**src/rtl/variable_delay_buffer_if.sv**
```systemverilog
// Stream port bundle of the runtime-programmable delay line: control, input sample,
// delayed output sample and its valid flag.
interface variable_delay_buffer_if #(
  parameter int unsigned ADDR_W = 6,
  parameter int unsigned DATA_W = 32
) ();
  logic              run;
  logic [ADDR_W-1:0] amount;
  logic [DATA_W-1:0] in0;
  logic [DATA_W-1:0] out0;
  logic              valid;

  modport master (
    output run,
    output amount,
    output in0,
    input  out0,
    input  valid
  );

  modport slave (
    input  run,
    input  amount,
    input  in0,
    output out0,
    output valid
  );
endinterface

```
**src/rtl/variable_delay_buffer.sv**
```systemverilog
// Runtime-programmable delay line: circular register array with write/read pointers,
// delay latched on run, registered output with a valid flag.
module variable_delay_buffer #(
  parameter int unsigned ADDR_W = 6,
  parameter int unsigned DATA_W = 32
) (
  input logic                   clk,
  input logic                   rst,
  variable_delay_buffer_if.slave bus
);

  localparam logic [ADDR_W-1:0] One = ADDR_W'(1);

  typedef enum logic [1:0] {StIdle, StFill, StStream} state_e;

  state_e            state_q, state_d;
  logic [ADDR_W-1:0] wr_ptr_q, wr_ptr_d;
  logic [ADDR_W-1:0] amount_q, amount_d;
  logic [ADDR_W-1:0] fill_cnt_q, fill_cnt_d;
  logic [DATA_W-1:0] out_q, out_d;
  logic              valid_q, valid_d;
  logic              wr_en;
  logic [ADDR_W-1:0] wr_addr;
  logic [ADDR_W-1:0] rd_addr;

  logic [DATA_W-1:0] mem [2**ADDR_W];

  // With amount_q >= 1 the read slot was written amount_q cycles ago and is never the
  // slot being written this cycle.
  assign rd_addr = wr_ptr_q - amount_q;

  always_comb begin
    state_d    = state_q;
    wr_ptr_d   = wr_ptr_q;
    amount_d   = amount_q;
    fill_cnt_d = fill_cnt_q;
    out_d      = '0;
    valid_d    = 1'b0;
    wr_en      = 1'b0;
    wr_addr    = wr_ptr_q;

    if (bus.run) begin
      // Restart from any state: run-cycle sample goes to slot 0, fill count holds
      // the number of samples written since run.
      amount_d   = bus.amount;
      wr_en      = 1'b1;
      wr_addr    = '0;
      wr_ptr_d   = One;
      fill_cnt_d = One;
      if (bus.amount == '0) begin
        state_d = StStream;
        out_d   = bus.in0;
        valid_d = 1'b1;
      end else begin
        state_d = StFill;
      end
    end else begin
      unique case (state_q)
        StIdle: begin
        end
        StFill: begin
          wr_en    = 1'b1;
          wr_ptr_d = wr_ptr_q + One;
          if (fill_cnt_q >= amount_q) begin
            state_d = StStream;
            out_d   = mem[rd_addr];
            valid_d = 1'b1;
          end else begin
            fill_cnt_d = fill_cnt_q + One;
          end
        end
        StStream: begin
          wr_en    = 1'b1;
          wr_ptr_d = wr_ptr_q + One;
          valid_d  = 1'b1;
          out_d    = (amount_q == '0) ? bus.in0 : mem[rd_addr];
        end
        default: state_d = StIdle;
      endcase
    end
  end

  always_ff @(posedge clk or posedge rst) begin
    if (rst) begin
      state_q    <= StIdle;
      wr_ptr_q   <= '0;
      amount_q   <= '0;
      fill_cnt_q <= '0;
      out_q      <= '0;
      valid_q    <= 1'b0;
    end else begin
      state_q    <= state_d;
      wr_ptr_q   <= wr_ptr_d;
      amount_q   <= amount_d;
      fill_cnt_q <= fill_cnt_d;
      out_q      <= out_d;
      valid_q    <= valid_d;
    end
  end

  // Storage array carries no reset; stale slots are masked by the fill logic.
  always_ff @(posedge clk) begin
    if (wr_en) begin
      mem[wr_addr] <= bus.in0;
    end
  end

  assign bus.out0  = out_q;
  assign bus.valid = valid_q;

endmodule

```
**src/flat_wrapper.sv**
```systemverilog
// flat-port wrapper written by rule: the top's interface ports become plain ports
module variable_delay_buffer_flat 
#(
  parameter int unsigned ADDR_W = 6,
  parameter int unsigned DATA_W = 32
)
  (clk, rst, bus_run, bus_amount, bus_in0, bus_out0, bus_valid);
  variable_delay_buffer_if #(.ADDR_W(ADDR_W), .DATA_W(DATA_W)) bus_i ();
  input logic clk;
  input logic rst;
  input wire logic [$bits(bus_i.run)-1:0] bus_run;
  input wire logic [$bits(bus_i.amount)-1:0] bus_amount;
  input wire logic [$bits(bus_i.in0)-1:0] bus_in0;
  output wire logic [$bits(bus_i.out0)-1:0] bus_out0;
  output wire logic [$bits(bus_i.valid)-1:0] bus_valid;
  assign bus_i.run = bus_run;
  assign bus_i.amount = bus_amount;
  assign bus_i.in0 = bus_in0;
  assign bus_out0 = bus_i.out0;
  assign bus_valid = bus_i.valid;
  variable_delay_buffer #(.ADDR_W(ADDR_W), .DATA_W(DATA_W)) u_core (.clk(clk), .rst(rst), .bus(bus_i));
endmodule
```
**config.mk**
```make
export PLATFORM = sky130hd
export DESIGN_NAME = variable_delay_buffer_flat
export DESIGN_NICKNAME = d
export VERILOG_FILES = /design/src/rtl/variable_delay_buffer_if.sv /design/src/rtl/variable_delay_buffer.sv /design/src/flat_wrapper.sv
export SDC_FILE = /design/constraint.sdc
export NUM_CORES = 2
export LEC_CHECK = 0
export BUFFER_PORTS_ARGS = -buffer_cell sky130_fd_sc_hd__buf_2
export CORE_UTILIZATION = 50
export DETAILED_ROUTE_END_ITERATION = 8
export PLACE_DENSITY_LB_ADDON = 0.25
export SLEW_MARGIN = 15
export SYNTH_ARGS = -nofsm -noshare
export SYNTH_HDL_FRONTEND = slang
export SYNTH_SLANG_ARGS = --single-unit
```
**constraint.sdc**
```tcl
create_clock -name clk -period 4.85 [get_ports clk]
set_input_delay 0 -clock clk [delete_from_list [all_inputs] [get_ports clk]]
set_output_delay 0 -clock clk [all_outputs]
set_load 0.02 [all_outputs]
```
# Yosys cells after proc, flatten, opt, wreduce, memory -nomap -nowiden
# Memories as Yosys holds them, arrays and structs flattened.
# Cells that the tools add are included.
[classes] add_sub_neg=3 reduce_logical=9 n_eq_ne=5 order_cmp=1 mux=23
[op_table] cell="two-way mux 32 bit" count=4
[op_table] cell="case mux 32 bit (2 select lines)" count=1
[op_table] cell="two-way mux 6 bit" count=6
[op_table] cell="adder 6 x 1 -> 6 bit (second input constant)" count=2
[op_table] cell="zero test 6 bit" count=2
[op_table] cell="two-way mux 1 bit" count=7
[op_table] cell=">= comparator 6 bit" count=1
[op_table] cell="two-way mux 2 bit" count=3
[op_table] cell="subtractor 6 bit" count=1
[op_table] cell="case mux 2 bit (2 select lines)" count=1
[op_table] cell="AND reduction 2 bit" count=2
[op_table] cell="nonzero test 2 bit" count=2
[op_table] cell="OR reduction 2 bit" count=2
[op_table] cell="!= test 3 x 2 -> 1 bit (second input constant)" count=1
[op_table] cell="equality test 2 x 1 -> 1 bit (second input constant)" count=1
[op_table] cell="equality test 2 bit (second input constant)" count=1
[op_table] cell="zero test 2 bit" count=1
[op_table] cell="!= test 2 x 1 -> 1 bit (second input constant)" count=1
[op_table] cell="!= test 2 bit (second input constant)" count=1
[op_table] cell="case mux 1 bit (2 select lines)" count=1
[word_totals] n_memories=1 mem_bits_rw=2048 out_inout_bits=33 register_bits=53 elab_cells=48
[mem_list] name="u_core.mem" words=64 width=32 rd=1 rd_clocked_by_memory_dff=0 write_ports=1 line_no="variable_delay_buffer.sv:26" text="logic [DATA_W-1:0] mem [2**ADDR_W];"

# Depth between registers and ports, before layout
[depth] ltp_word=6 ltp_mapped=15 mapped_depth_nobuf=11

# Worst setup path after synthesis
# Ideal clock, no wire load.
[synth_path] kind="reg-to-reg" start="register u_core.state_q[1]" end="memory u_core.mem[52][0] (enable)" path_slack_ps=710 path_stages_with_launch=8 arrival_ps=3679 setup_time_ps=461 synth_period_minus_slack_ps=4140 required_time_ps=4389 cell_sequence="dfrtp_1 -> inv_1 -> ha_1 -> clkbuf_1 -> nor2b_1 -> clkbuf_1 -> nand4_1 -> nor3_1"
[synth_via] elab_chain_len=6
[synth_rtl] element="from (decl)" line_no="variable_delay_buffer.sv:16" text="state_e state_q, state_d;"
[synth_rtl] element="from (signal assigned)" line_no="variable_delay_buffer.sv:85" text="state_q <= StIdle;"
[synth_rtl] element="from (signal assigned)" line_no="variable_delay_buffer.sv:92" text="state_q <= state_d;"
[synth_rtl] element="equality test 2 bit or equality test 2 x 1 -> 1 bit (tied branches)" line_no="variable_delay_buffer.sv:58" text="unique case (state_q)"
[synth_rtl] element="OR reduction 2 bit (no source line) (*)"
[synth_rtl] element="two-way mux 1 bit (*)" line_no="variable_delay_buffer.sv:58"
[synth_rtl] element="two-way mux 1 bit (*)" line_no="variable_delay_buffer.sv:42" text="if (bus.run) begin"
[synth_rtl] element="two-way mux 1 bit (*)" line_no="variable_delay_buffer.sv:103" text="if (wr_en) begin"
[synth_rtl] element="two-way mux 1 bit (not written as such) (*)" line_no="variable_delay_buffer.sv:104" text="mem[wr_addr] <= bus.in0;"
[synth_rtl] element="to (decl)" line_no="variable_delay_buffer.sv:26"
# Mark *: on every way between the ends. The rest lies on a longest branch, timed or not.

# Worst setup path in the final report
[layout_path] start="register u_core.wr_ptr_q[0]" end="register u_core.out_q[29], in the netlist u_core.bus.out0[29]"
[layout_via] elab_chain_len=5
[layout_rtl] element="from (decl)" line_no="variable_delay_buffer.sv:17" text="logic [ADDR_W-1:0] wr_ptr_q, wr_ptr_d;"
[layout_rtl] element="from (signal assigned)" line_no="variable_delay_buffer.sv:93" text="wr_ptr_q <= wr_ptr_d;"
[layout_rtl] element="subtractor 6 bit (*)" line_no="variable_delay_buffer.sv:30" text="assign rd_addr = wr_ptr_q - amount_q;"
[layout_rtl] element="memory read (64 x 32 bit) (*)"
[layout_rtl] element="two-way mux 32 bit, on equally long branches" line_no="variable_delay_buffer.sv:76, variable_delay_buffer.sv:64"
[layout_rtl] element="case mux 32 bit (2 select lines) (*)" line_no="variable_delay_buffer.sv:58"
[layout_rtl] element="two-way mux 32 bit (*)" line_no="variable_delay_buffer.sv:42"
[layout_rtl] element="named net u_core.out_d[29]" line_no="variable_delay_buffer.sv:20" text="logic [DATA_W-1:0] out_q, out_d;"
[layout_rtl] element="to (signal assigned)" line_no="variable_delay_buffer.sv:96" text="out_q <= out_d;"
[layout_rtl] element="to (decl)" line_no="variable_delay_buffer.sv:20"
# The timed path passes the listed nets; every way through them passes the cells marked *.
# A chain may end at the register's enable or synchronous reset.

==> impl_metrics.yaml <==
logic_synthesis:
  synthSimpleGateAreaFrac: 0.0358
  avgSynthCellArea_um2: 21.1
  synth_edf_count: 2048
  yosys_register_bits: 2101
  synth_flop_cell: "edfxtp_1"
  synth.net_count: 3900
  seq_area_frac_synth: 0.774
  synthArstFlopShare: 0.0252
  synthDistinctLibCells: 59
  synth_xor_xnor_area_share: 0.00182
  synth-adder-area-share: 0.00271
  synth_compound_area_frac: 0.0176
  yosys_warnings: 0
  syn_inst: 3842
  synth_top_family_by_area: "multiplexers"
  muxShareOfSynthArea: 0.156
  synthesis.area_mm2: 0.0812
drt:
  firstDrtPassIters: 6
  remaining_drc_errors: 0
  drt_iter0_drc: 5678
  met3RoutedLength_mm: 20.2
  post_drt_via_cell_ratio: 6.35
  vias: 41200
  m1WireLength_mm: 85.2
  postRouteAntennaNets: 0
  route.met2.wl_mm: 100
  routed.top_layer: "met4"
  routedWlPerCell_um: 32.7
  drt_wl_total_mm: 212
worst_setup_path:
  crit_required_ns: 5.58
  crit_fanout: 17
  critPathLaunchType: "flop"
  crit_path_max_incr_delay_ns: 0.54
  arrival_ns: 4.94
  worstSetupPathType: "flop to flop"
  path_delay_family: "simple AND/OR/NAND/NOR gates"
  crit_chain: "inv_1 > ha_4 > fa_4 > nand2b_1 > a21oi_1 > xnor2_2 > nor2_2 > buf_4 > nand2_1 > o22ai_1 > or4_1 > a22o_1"
  endpoint_kind: "flop"
  path_buf_inv: 2
  critical_path.slowest_cell: "dfrtp_1"
placed_design:
  dp_hpwl_mm: 120
  port_buffers: 73
  gp_congestion: 0.855
  placed_area_mm2: 0.0860
flow_run:
  cap_violations: 0
final_layout:
  layout-drive-gt1-share: 0.268
  fill_cells: 11500
  final_common_cell: "edfxtp_1"
  final_cell_mix: "edfxtp_1 (2,048), mux4_2 (522), nand2_1 (374)"
  nets: 4216
  syn_to_final_growth_pct: 14.5
  final_core_util: 0.578
  fin_area_mm2: 0.0930
sta:
  fmax_ghz: 0.238
  worst_pin_slew_ns: 1.20
  post-route-min-period_ns: 4.21
  slew_headroom: 0.200
  holdWs_ns: 0.0110
  rsz0062_at_grt: "false"
  finalSetupViolCount: 0
  fin_skew_ns: 0.0413
  fin_setup_tns_ns: 0
  finalCritPeriodShare: 0.867
  finalHoldViolCount: 0
  drv_slew: 0
global_route:
  grt_pass1_wl_mm: 303
  grt_max_degree: 103
  grt_usage: 0.263
  antenna_found_initial: 4
  grt_pass1_vias: 40900
  grt-ovfl-total: 0
clock_network:
  numClockSinks: 2101
  path_clk_slew_ns: 0.07
  clockBufferDepth: 3
  cts-htree-levels: 4
  post_cts_resized: 0
  cts_tree: "done"
  insertion_delay_ns: 0.86
  root_buffer: "clkbuf_16"
  cts_buffers: 203
hold_path:
  hp-class: "primary input to asynchronous set/reset pin"
power_and_ir_drop:
  leakage_nw: 29.9
  ir_drop_mv: 0.516
  powerDensity_mw_per_mm2: 567
floorplan:
  dieArea_mm2: 0.164
  die_height_um: 405
  initial_utilization: 0.505
  die_width_um: 405
  rows: 147
  coreArea_mm2: 0.161
  io_pins: 74
outcome:
  status: "finished, final reports clean"
-- registers in the layout, indices dropped and copies added (netlist names) --
register / flops
u_core.state_q: 2
u_core.mem: 2048
u_core.wr_ptr_q: 6
u_core.bus.valid: 1
u_core.bus.out0: 32
u_core.amount_q: 6
u_core.fill_cnt_q: 6
-- path summary, 6_finish.rpt --
path	from	end	slack, ns	depth (start not counted)
min	rst	u_core.bus.out0[13]$_DFF_PP0_	0.01	4
max in group asynchronous	rst	u_core.bus.out0[1]$_DFF_PP0_	3.99	4
min in group clk	bus_amount[0]	u_core.state_q[1]$_DFFE_PP0P_	0.11	4
max	u_core.wr_ptr_q[0]$_DFFE_PP0P_	u_core.bus.out0[29]$_DFF_PP0_	0.64	12
max reg2reg	u_core.wr_ptr_q[0]$_DFFE_PP0P_	u_core.bus.out0[29]$_DFF_PP0_	0.64	12
min reg2reg	u_core.fill_cnt_q[5]$_DFFE_PP0P_	u_core.fill_cnt_q[5]$_DFFE_PP0P_	0.57	2
-- synthesized netlist by cell type, drive strengths merged, types with 5 or more instances --
cell type | number | area, µm²
o21ai | 36 | 184
xor2 | 11 | 104
a22o | 21 | 184
edfxtp | 2048 | 61500
dfrtp | 53 | 1330
a311o | 9 | 90.1
nand2 | 374 | 1400
inv | 11 | 41.3
a32o | 12 | 120
and3 | 26 | 163
ha | 16 | 200
mux2i | 87 | 871
nand4 | 26 | 163
mux4 | 522 | 11800
xnor2 | 5 | 43.8
clkbuf | 103 | 387
nor2b | 5 | 31.3
mux2 | 6 | 67.6
buf | 111 | 562
a311oi | 11 | 96.3
o211ai | 6 | 45.0
nor2 | 109 | 417
nand2b | 7 | 43.8
a21oi | 28 | 140
nand3 | 115 | 576
a31oi | 14 | 87.6
a221o | 17 | 170
a32oi | 7 | 61.3
-- worst reg2reg max path, stage by stage, from the launching register on --
cell      delay (ns)
dfrtp_1         0.54
inv_1           0.18
ha_4            0.20
fa_4            0.49
nand2b_1        0.17
a21oi_1         0.46
xnor2_2         0.45
nor2_2          0.28
buf_4           0.32
nand2_1         0.15
o22ai_1         0.11
or4_1           0.53
a22o_1          0.21
-- area by class of cell --
cell class | count | area (µm²) | share of cell area
well taps | 2160 | 2700 | 0.0291
inverters | 11 | 41.3 | 0.000444
clock inverters | 118 | 958 | 0.0103
clock buffers | 263 | 5400 | 0.0580
multi-input cells | 1516 | 18000 | 0.193
flip-flops and latches | 2101 | 62800 | 0.676
repair buffers | 325 | 3080 | 0.0331
diodes | 2 | 5.00 | 0.0000538
-- routing by layer --
| metal | up-vias | global-route usage |
|---|---|---|
| met4 | 0 | 0.0833 |
| met5 | - | 0 |
| met2 | 2214 | 0.408 |
| li1 | 16500 | - |
| met1 | 22200 | 0.379 |
| met3 | 312 | 0.0532 |
-- where the power goes --
group / total [mW] / internal [mW] / switching (mW)
logic: 17.2 / 7.23 / 9.93
clock network: 15.1 / 8.32 / 6.79
registers: 20.4 / 20.3 / 0.150
total: 52.7 / 35.8 / 16.9
-- timing repair --
action | 4_1_cts | 5_1_grt
hold endpoints to repair | 2135 | 0
buffers inserted | 0 | 0
hold buffers | 58 | 0
-- metrics by stage --
| step | cells | total power [mW] | worst slack, ns |
|---|---|---|---|
| finish | 6496 | 52.7 | 0.643 |
| global route | 6495 | 54.5 | 0.499 |
| CTS | 6493 | 52.9 | 0.714 |
| detailed placement | 6054 | 37.9 | 0.745 |
| global placement | 6054 | 37.9 | 0.813 |
| floorplan | 3842 | 31.9 | 0.710 |
-- cell families after synthesis --
logic type,Yosys count
AO/OA/AOI/OAI,190
flip-flops,2101
XOR/XNOR,16
multiplexers,615
buffers and inverters,225
adder cells (fa/ha/maj),17
AND/OR/NAND/NOR,678
(Power assumes the default switching activity.)
